### src/rtl/vx_tl_lane_adapter.sv
// vx_tl_lane_adapter: bridges per-lane dcache requests onto NUM_LANES TileLink-UL
// channels. Each lane has its own credit counter and response holding register.
// Held read responses that share a tag are merged into one core response.
// Write acks are absorbed inside the adapter.
// Optional feature: define VX_TL_ADAPTER_SIZE_EN to derive tl_a_size from the
// popcount of byteen. When it is undefined, tl_a_size is fixed at log2(WORD_SIZE).

module vx_tl_lane #(
  parameter int WORD_SIZE       = 4,
  parameter int ADDR_WIDTH      = 32,
  parameter int TAG_WIDTH       = 10,
  parameter int MAX_OUTSTANDING = 8,
  localparam int LOG_W = $clog2(WORD_SIZE),
  localparam int WA    = ADDR_WIDTH - LOG_W,
  localparam int DW    = 8 * WORD_SIZE
) (
  input  logic                  clock,
  input  logic                  reset,
  input  logic                  req_valid,
  input  logic                  req_rw,
  input  logic [WORD_SIZE-1:0]  req_byteen,
  input  logic [WA-1:0]         req_addr,
  input  logic [DW-1:0]         req_data,
  input  logic [TAG_WIDTH-1:0]  req_tag,
  output logic                  req_ready,
  output logic                  a_valid,
  input  logic                  a_ready,
  output logic [2:0]            a_opcode,
  output logic [2:0]            a_param,
  output logic [3:0]            a_size,
  output logic [TAG_WIDTH-1:0]  a_source,
  output logic [ADDR_WIDTH-1:0] a_address,
  output logic [WORD_SIZE-1:0]  a_mask,
  output logic [DW-1:0]         a_data,
  output logic                  a_corrupt,
  input  logic                  d_valid,
  output logic                  d_ready,
  input  logic [2:0]            d_opcode,
  input  logic [TAG_WIDTH-1:0]  d_source,
  input  logic [DW-1:0]         d_data,
  input  logic                  d_denied,
  input  logic                  pop,
  output logic                  held,
  output logic [TAG_WIDTH-1:0]  src,
  output logic [DW-1:0]         data,
  output logic                  held_nxt,
  output logic [TAG_WIDTH-1:0]  src_nxt,
  output logic                  denied_fire,
  output logic                  cnt_nz
);
  localparam int CW = $clog2(MAX_OUTSTANDING + 1);

  typedef struct packed {
    logic                 held;
    logic [TAG_WIDTH-1:0] src;
    logic [DW-1:0]        data;
  } hold_t;

  logic [CW-1:0] cnt;
  logic          credit, a_fire, d_fire, capture;
  hold_t         hold_q, hold_d;

  assign credit    = (cnt != CW'(MAX_OUTSTANDING));
  assign a_valid   = req_valid & credit;
  assign req_ready = a_ready & credit;
  assign a_fire    = a_valid & a_ready;
  assign a_opcode  = req_rw ? ((&req_byteen) ? 3'd0 : 3'd1) : 3'd4;
  assign a_param   = 3'd0;
  assign a_source  = req_tag;
  assign a_address = ADDR_WIDTH'(req_addr) << LOG_W;
  assign a_mask    = req_byteen;
  assign a_data    = req_data;
  assign a_corrupt = 1'b0;

`ifdef VX_TL_ADAPTER_SIZE_EN
  logic [$clog2(WORD_SIZE+1)-1:0] ones;
  // Size from how many bytes are enabled; odd patterns fall back to a full word
  always_comb begin
    ones = '0;
    for (int b = 0; b < WORD_SIZE; b++) ones = ones + $bits(ones)'(req_byteen[b]);
    if (ones == $bits(ones)'(2))      a_size = 4'd1;
    else if (ones == $bits(ones)'(1)) a_size = 4'd0;
    else                              a_size = 4'(LOG_W);
  end
`else
  assign a_size = 4'(LOG_W);
`endif

  // A full holding slot frees up in the same cycle it is popped
  assign d_ready      = ~hold_q.held | pop;
  assign d_fire       = d_valid & d_ready;
  assign capture      = d_fire & (d_opcode != 3'd0);
  assign denied_fire  = d_fire & d_denied;
  assign hold_d.held  = capture | (hold_q.held & ~pop);
  assign hold_d.src   = capture ? d_source : hold_q.src;
  assign hold_d.data  = capture ? d_data : hold_q.data;
  assign held         = hold_q.held;
  assign src          = hold_q.src;
  assign data         = hold_q.data;
  assign held_nxt     = hold_d.held;
  assign src_nxt      = hold_d.src;
  assign cnt_nz       = |cnt;

  // Credit counter: an A fire adds one, a D fire removes one, and 0 is a floor
  always_ff @(posedge clock or posedge reset) begin
    if (reset) cnt <= '0;
    else begin
      case ({a_fire, d_fire})
        2'b10:   cnt <= cnt + CW'(1);
        2'b01:   if (cnt != '0) cnt <= cnt - CW'(1);
        default: ;
      endcase
    end
  end

  // Holding register for AccessAckData (and any opcode other than AccessAck)
  always_ff @(posedge clock or posedge reset) begin
    if (reset) hold_q <= '0;
    else       hold_q <= hold_d;
  end
endmodule

module vx_tl_lane_adapter #(
  parameter int NUM_LANES       = 4,
  parameter int WORD_SIZE       = 4,
  parameter int ADDR_WIDTH      = 32,
  parameter int TAG_WIDTH       = 10,
  parameter int MAX_OUTSTANDING = 8,
  localparam int WA = ADDR_WIDTH - $clog2(WORD_SIZE),
  localparam int DW = 8 * WORD_SIZE
) (
  input  logic                                  clock,
  input  logic                                  reset,
  input  logic [NUM_LANES-1:0]                  core_req_valid,
  input  logic [NUM_LANES-1:0]                  core_req_rw,
  input  logic [NUM_LANES-1:0][WORD_SIZE-1:0]   core_req_byteen,
  input  logic [NUM_LANES-1:0][WA-1:0]          core_req_addr,
  input  logic [NUM_LANES-1:0][DW-1:0]          core_req_data,
  input  logic [NUM_LANES-1:0][TAG_WIDTH-1:0]   core_req_tag,
  output logic [NUM_LANES-1:0]                  core_req_ready,
  output logic                                  core_rsp_valid,
  output logic [NUM_LANES-1:0]                  core_rsp_tmask,
  output logic [NUM_LANES-1:0][DW-1:0]          core_rsp_data,
  output logic [TAG_WIDTH-1:0]                  core_rsp_tag,
  input  logic                                  core_rsp_ready,
  output logic [NUM_LANES-1:0]                  tl_a_valid,
  input  logic [NUM_LANES-1:0]                  tl_a_ready,
  output logic [NUM_LANES-1:0][2:0]             tl_a_opcode,
  output logic [NUM_LANES-1:0][2:0]             tl_a_param,
  output logic [NUM_LANES-1:0][3:0]             tl_a_size,
  output logic [NUM_LANES-1:0][TAG_WIDTH-1:0]   tl_a_source,
  output logic [NUM_LANES-1:0][ADDR_WIDTH-1:0]  tl_a_address,
  output logic [NUM_LANES-1:0][WORD_SIZE-1:0]   tl_a_mask,
  output logic [NUM_LANES-1:0][DW-1:0]          tl_a_data,
  output logic [NUM_LANES-1:0]                  tl_a_corrupt,
  input  logic [NUM_LANES-1:0]                  tl_d_valid,
  output logic [NUM_LANES-1:0]                  tl_d_ready,
  input  logic [NUM_LANES-1:0][2:0]             tl_d_opcode,
  input  logic [NUM_LANES-1:0][TAG_WIDTH-1:0]   tl_d_source,
  input  logic [NUM_LANES-1:0][DW-1:0]          tl_d_data,
  input  logic [NUM_LANES-1:0]                  tl_d_denied,
  output logic                                  busy,
  output logic                                  bus_err
);
  logic [NUM_LANES-1:0]                held, held_nxt, pop, denied_fire, cnt_nz;
  logic [NUM_LANES-1:0][TAG_WIDTH-1:0] src, src_nxt;
  logic [TAG_WIDTH-1:0]                rsp_tag, tag_nxt;

  for (genvar i = 0; i < NUM_LANES; i++) begin : g_lane
    vx_tl_lane #(
      .WORD_SIZE(WORD_SIZE), .ADDR_WIDTH(ADDR_WIDTH),
      .TAG_WIDTH(TAG_WIDTH), .MAX_OUTSTANDING(MAX_OUTSTANDING)
    ) u_lane (
      .clock(clock), .reset(reset),
      .req_valid(core_req_valid[i]), .req_rw(core_req_rw[i]),
      .req_byteen(core_req_byteen[i]), .req_addr(core_req_addr[i]),
      .req_data(core_req_data[i]), .req_tag(core_req_tag[i]),
      .req_ready(core_req_ready[i]),
      .a_valid(tl_a_valid[i]), .a_ready(tl_a_ready[i]),
      .a_opcode(tl_a_opcode[i]), .a_param(tl_a_param[i]), .a_size(tl_a_size[i]),
      .a_source(tl_a_source[i]), .a_address(tl_a_address[i]),
      .a_mask(tl_a_mask[i]), .a_data(tl_a_data[i]), .a_corrupt(tl_a_corrupt[i]),
      .d_valid(tl_d_valid[i]), .d_ready(tl_d_ready[i]),
      .d_opcode(tl_d_opcode[i]), .d_source(tl_d_source[i]),
      .d_data(tl_d_data[i]), .d_denied(tl_d_denied[i]),
      .pop(pop[i]), .held(held[i]), .src(src[i]), .data(core_rsp_data[i]),
      .held_nxt(held_nxt[i]), .src_nxt(src_nxt[i]),
      .denied_fire(denied_fire[i]), .cnt_nz(cnt_nz[i])
    );
    assign core_rsp_tmask[i] = held[i] & (src[i] == rsp_tag);
  end

  assign core_rsp_valid = |held;
  assign core_rsp_tag   = rsp_tag;
  assign pop            = core_rsp_tmask & {NUM_LANES{core_rsp_valid & core_rsp_ready}};
  assign busy           = (|cnt_nz) | (|held);

  // Next tag is the source of the lowest-index lane that will be held
  always_comb begin
    tag_nxt = '0;
    for (int i = NUM_LANES - 1; i >= 0; i--) if (held_nxt[i]) tag_nxt = src_nxt[i];
  end

  // Tag is frozen while a response is stalled so a newly captured lower lane
  // cannot steal the pending response; it can only join it if the tag matches
  always_ff @(posedge clock or posedge reset) begin
    if (reset)                                 rsp_tag <= '0;
    else if (!(core_rsp_valid && !core_rsp_ready)) rsp_tag <= tag_nxt;
  end

  // Sticky error flag for any denied D beat
  always_ff @(posedge clock or posedge reset) begin
    if (reset)             bus_err <= 1'b0;
    else if (|denied_fire) bus_err <= 1'b1;
  end
endmodule
### config.mk
export PLATFORM = sky130hd
export DESIGN_NAME = vx_tl_lane_adapter
export DESIGN_NICKNAME = d
export VERILOG_FILES = /design/src/rtl/vx_tl_lane_adapter.sv
export SDC_FILE = /design/constraint.sdc
export NUM_CORES = 1
export LEC_CHECK = 0
export BUFFER_PORTS_ARGS = -buffer_cell sky130_fd_sc_hd__buf_2
export CORE_AREA = 2 2 397 399
export CTS_CLUSTER_DIAMETER = 80
export DETAILED_ROUTE_END_ITERATION = 16
export DIE_AREA = 0 0 399 401
export HOLD_SLACK_MARGIN = 0.15
export PLACE_DENSITY_LB_ADDON = 0.25
export SKIP_CTS_REPAIR_TIMING = 1
export SLEW_MARGIN = 20
export SYNTH_ARGS = -nofsm -noshare
export SYNTH_HDL_FRONTEND = slang
export SYNTH_SLANG_ARGS = --single-unit
### constraint.sdc
create_clock -name clock -period 6.5 [get_ports clock]
set_input_delay 0.65 -clock clock [delete_from_list [all_inputs] [get_ports clock]]
set_output_delay 0.65 -clock clock [all_outputs]
set_load 0.05 [all_outputs]
==> key figures <==
Finish
  • Storage cell area: between 4000 and 5000 sq um
  • Cell area after layout: approximately 15000 sq um
  • Layout cells sized above 1: 43.8%
  • Fill cell count: about 18000
  • Multi-input combinational cell area: roughly 4500 sq um
  • Fin util: 9.63%
  • Non-Filler Instances: about 3400
  • Layout area overhead: 19.7%
  • Post-layout nets: 1816

Global route
  • Total global routing overflow: 0
  • Largest net degree at the start of global routing: approximately 130
  • Initial antenna violation count: 23
  • Vias in the first global route: between 9000 and 10000
  • Global-route wire length before repair: 81800 um
  • Total track usage: between 7 and 8%

Yosys
  • Count of different cell masters after synthesis: 60
  • Avg Cell Area, Syn: 10.2 sq um
  • Mapped cell area: 12500 sq um
  • Main synth FF type: dfrtp_1
  • FFs w/ async S/R, synth: between 90% and 100%
  • Post-synthesis cell count: approximately 1200
  • EDFF count, synth: 0
  • Post-synthesis sequential area ratio: between 30% and 40%
  • Yosys warns: 0
  • #FFs+latches synth: 199

STA
  • Fin. Hold Viols: 0
  • Fin. max-slew vios: 0
  • Rel. slew slack: between 30 and 40%
  • Fmax: roughly 290 MHz
  • Setup repair after global routing missed its margin: no
  • Final Worst Setup Slack: 3010 ps
  • Period utilization: a little over half
  • Max Clock Skew: about 28 ps
  • Setup TNS: 0 ps
  • Worst Max-Slew Pin Slew: 1010 ps
  • # setup viols final: 0
  • Post-layout minimum cycle time: roughly 3500 ps

Worst setup path
  • Crit. End Element: register
  • Critical Path AT: 3900 ps
  • Crit-path max cell delay: ~520 ps
  • Flop2flop setup slack: about 3000 ps
  • Critical path fanouts, max: 11
  • Reg2Reg Depth: 14
  • Slowest stage cell, crit path: dfrtp_1
  • Worst r2r src: core_rsp_tag[6]
  • Required @ worst endpoint: ~7000 ps
  • Top delay family on crit path: compound AO/OA/AOI/OAI gates
  • CP bufs+invs: 2
  • Worst R2R End: g_lane[1].u_lane.cnt[3]
  • Crit. path cell count: 14
  • Crit start category: register
  • Setup CP Type: register to register
  • Worst path cell trace: xnor2_1 -> nand4_1 -> o41a_1 -> inv_2 -> and2_1 -> nand2b_1 -> inv_1 -> ha_1 -> a21o_1 -> a21oi_1 -> o21ai_0 -> and2_1 -> o21ai_0 -> nand2_1

Placement
  • Final GP Congestion: between 0.7 and 0.8
  • Placed Instances: about 3300
  • Place WS: 2920 ps
  • Post-DP HPWL: 50000 um
  • Buffers on Ports: 399
  • Post-Place Cell Area: roughly 14000 sq um

Outcome
  • Status: finished clean

Floorplan
  • Die Span Y: approximately 400 um
  • Chip width: approximately 400 um
  • Core area: between 150000 and 200000 sq um
  • Number of I/O pins: ~1000
  • Starting Density: under 10%
  • # rows: roughly 150
  • Die ar.: roughly 160000 sq um

Clock network
  • Clk Latency, worst-skew pair: between 500 and 600 ps
  • CTS tree: yes
  • Worst-path clk slew: approximately 100 ps
  • Clock sink total: between 150 and 200
  • CTS root buffer: clkbuf_16
  • Num CTS Buffers: 17
  • Htree depth: 4
  • Clock Tree Buf Depth: 2

Detailed routing
  • Iter 0 DRT Violations: between 400 and 500
  • Vias: 8777
  • Via/cell ratio: ~2.6
  • Post-route ant nets: 0
  • DR pass1 iterations: 4
  • Post-route DRC: 0
  • DR WL/cell: ~18 um
  • Final wirelength: about 62000 um

Pwr
  • Lkg Pwr: slightly below 7 nW
  • Power per standard cell area: 350 nW/um^2
  • Peak VDD IR: 197 uV

Worst hold path
  • Hold crit path type: primary input to asynchronous set/reset pin

Job
  • Max cap viols: 0
metal layers:
metal	share of wire (%)	vias up	global-route usage, %
met1	38	4152	8.28
li1	-	3806	-
met5	0.43	-	0.938
met3	13	245	4.71
met4	5.8	26	4.64
met2	42	548	10.9
worst max path at each step:
| stage | startpoint | to | slack [ps] |
|---|---|---|---|
| floorplan | reset | bus_err | 420 |
| global placement | core_rsp_ready | g_lane[1].u_lane.cnt[3] | 2850 |
| detailed placement | core_rsp_ready | g_lane[1].u_lane.cnt[3] | 2920 |
| CTS | core_rsp_tag[1] | g_lane[3].u_lane.src[6] | 2970 |
| global route | core_rsp_tag[9] | g_lane[1].u_lane.cnt[3] | 2740 |
| finish | core_rsp_tag[6] | g_lane[1].u_lane.cnt[3] | 3010 |
state kept, by name, indices dropped and copies added, names as in the netlist:
register            flops
g_lane.u_lane.cnt      16
g_lane.u_lane.src      40
core_rsp_tag           10
g_lane.u_lane.held      4
bus_err                 1
g_lane.u_lane.data    128
cell type report:
cell class              instances  share of cell area, %
diodes                          2                 0.0334
flip-flops and latches        199                   33.2
repair buffers                410                   14.0
clock buffers                  17                   2.84
clock inverters                15                   1.39
well taps                    2058                   17.2
inverters                      39                   1.06
multi-input cells             630                   30.3
synthesized netlist by cell type, drive strengths merged (3+ instances only):
cell type	n	area (sq um)
buf	393	2990
dfrtp	199	4980
nand2	173	657
mux2	120	1500
nor2	42	158
xnor2	40	380
inv	38	143
a21oi	23	115
a211o	16	140
and2	14	87.6
clkbuf	14	52.6
mux2i	13	130
o21ai	12	60.1
a221oi	11	96.3
a21o	10	75.1
nor3	9	45.0
ha	8	100
nand3	8	40.0
nand4	8	62.6
xor2	8	70.1
o22ai	7	43.8
nor4	6	43.8
o2bb2ai	6	52.6
a41oi	5	51.3
o211ai	5	37.5
o31a	5	43.8
fa	4	80.1
o32ai	4	35.0
o41ai	4	35.0
nand2b	3	26.3
o31ai	3	22.5
power by group:
part	switching (mW)	internal (mW)
clock network	0.710	0.539
logic	1.50	0.661
registers	0.271	1.57
total	2.48	2.77
layout by cell type, fill, tap and decap left out, drive strengths merged, types with 5 or more instances in the layout:
cell       n
nor3       9
o31a       5
nand4      8
a211o     16
o21ai     12
xnor2     40
o2bb2ai    6
dfrtp    199
conb      44
a21oi     23
inv       47
ha         8
a21o      10
nor2      42
a41oi      5
and2      14
nand2    173
clkinv     7
o211ai     5
mux2i     13
mux2     120
o22ai      7
xor2       8
nand3      8
buf      410
clkbuf    17
a221oi    11
nor4       6
cell families after synthesis:
| kind of cell | Yosys count | synth area share (%) |
|---|---|---|
| buffers and inverters | 446 | 25.5 |
| AND/OR/NAND/NOR | 273 | 9.54 |
| flip-flops | 199 | 39.8 |
| multiplexers | 133 | 13.0 |
| AO/OA/AOI/OAI | 120 | 7.07 |
| XOR/XNOR | 48 | 3.60 |
| adder cells (fa/ha/maj) | 12 | 1.44 |
| other | 2 | 0.0600 |
metrics by stage:
stage               power, mW  hold slack, ps
finish                   5.25             186
global route             5.58             189
CTS                      5.40             124
detailed placement       4.06             459
global placement         4.07             458
floorplan                3.94             463
(Power assumes the default switching activity.)
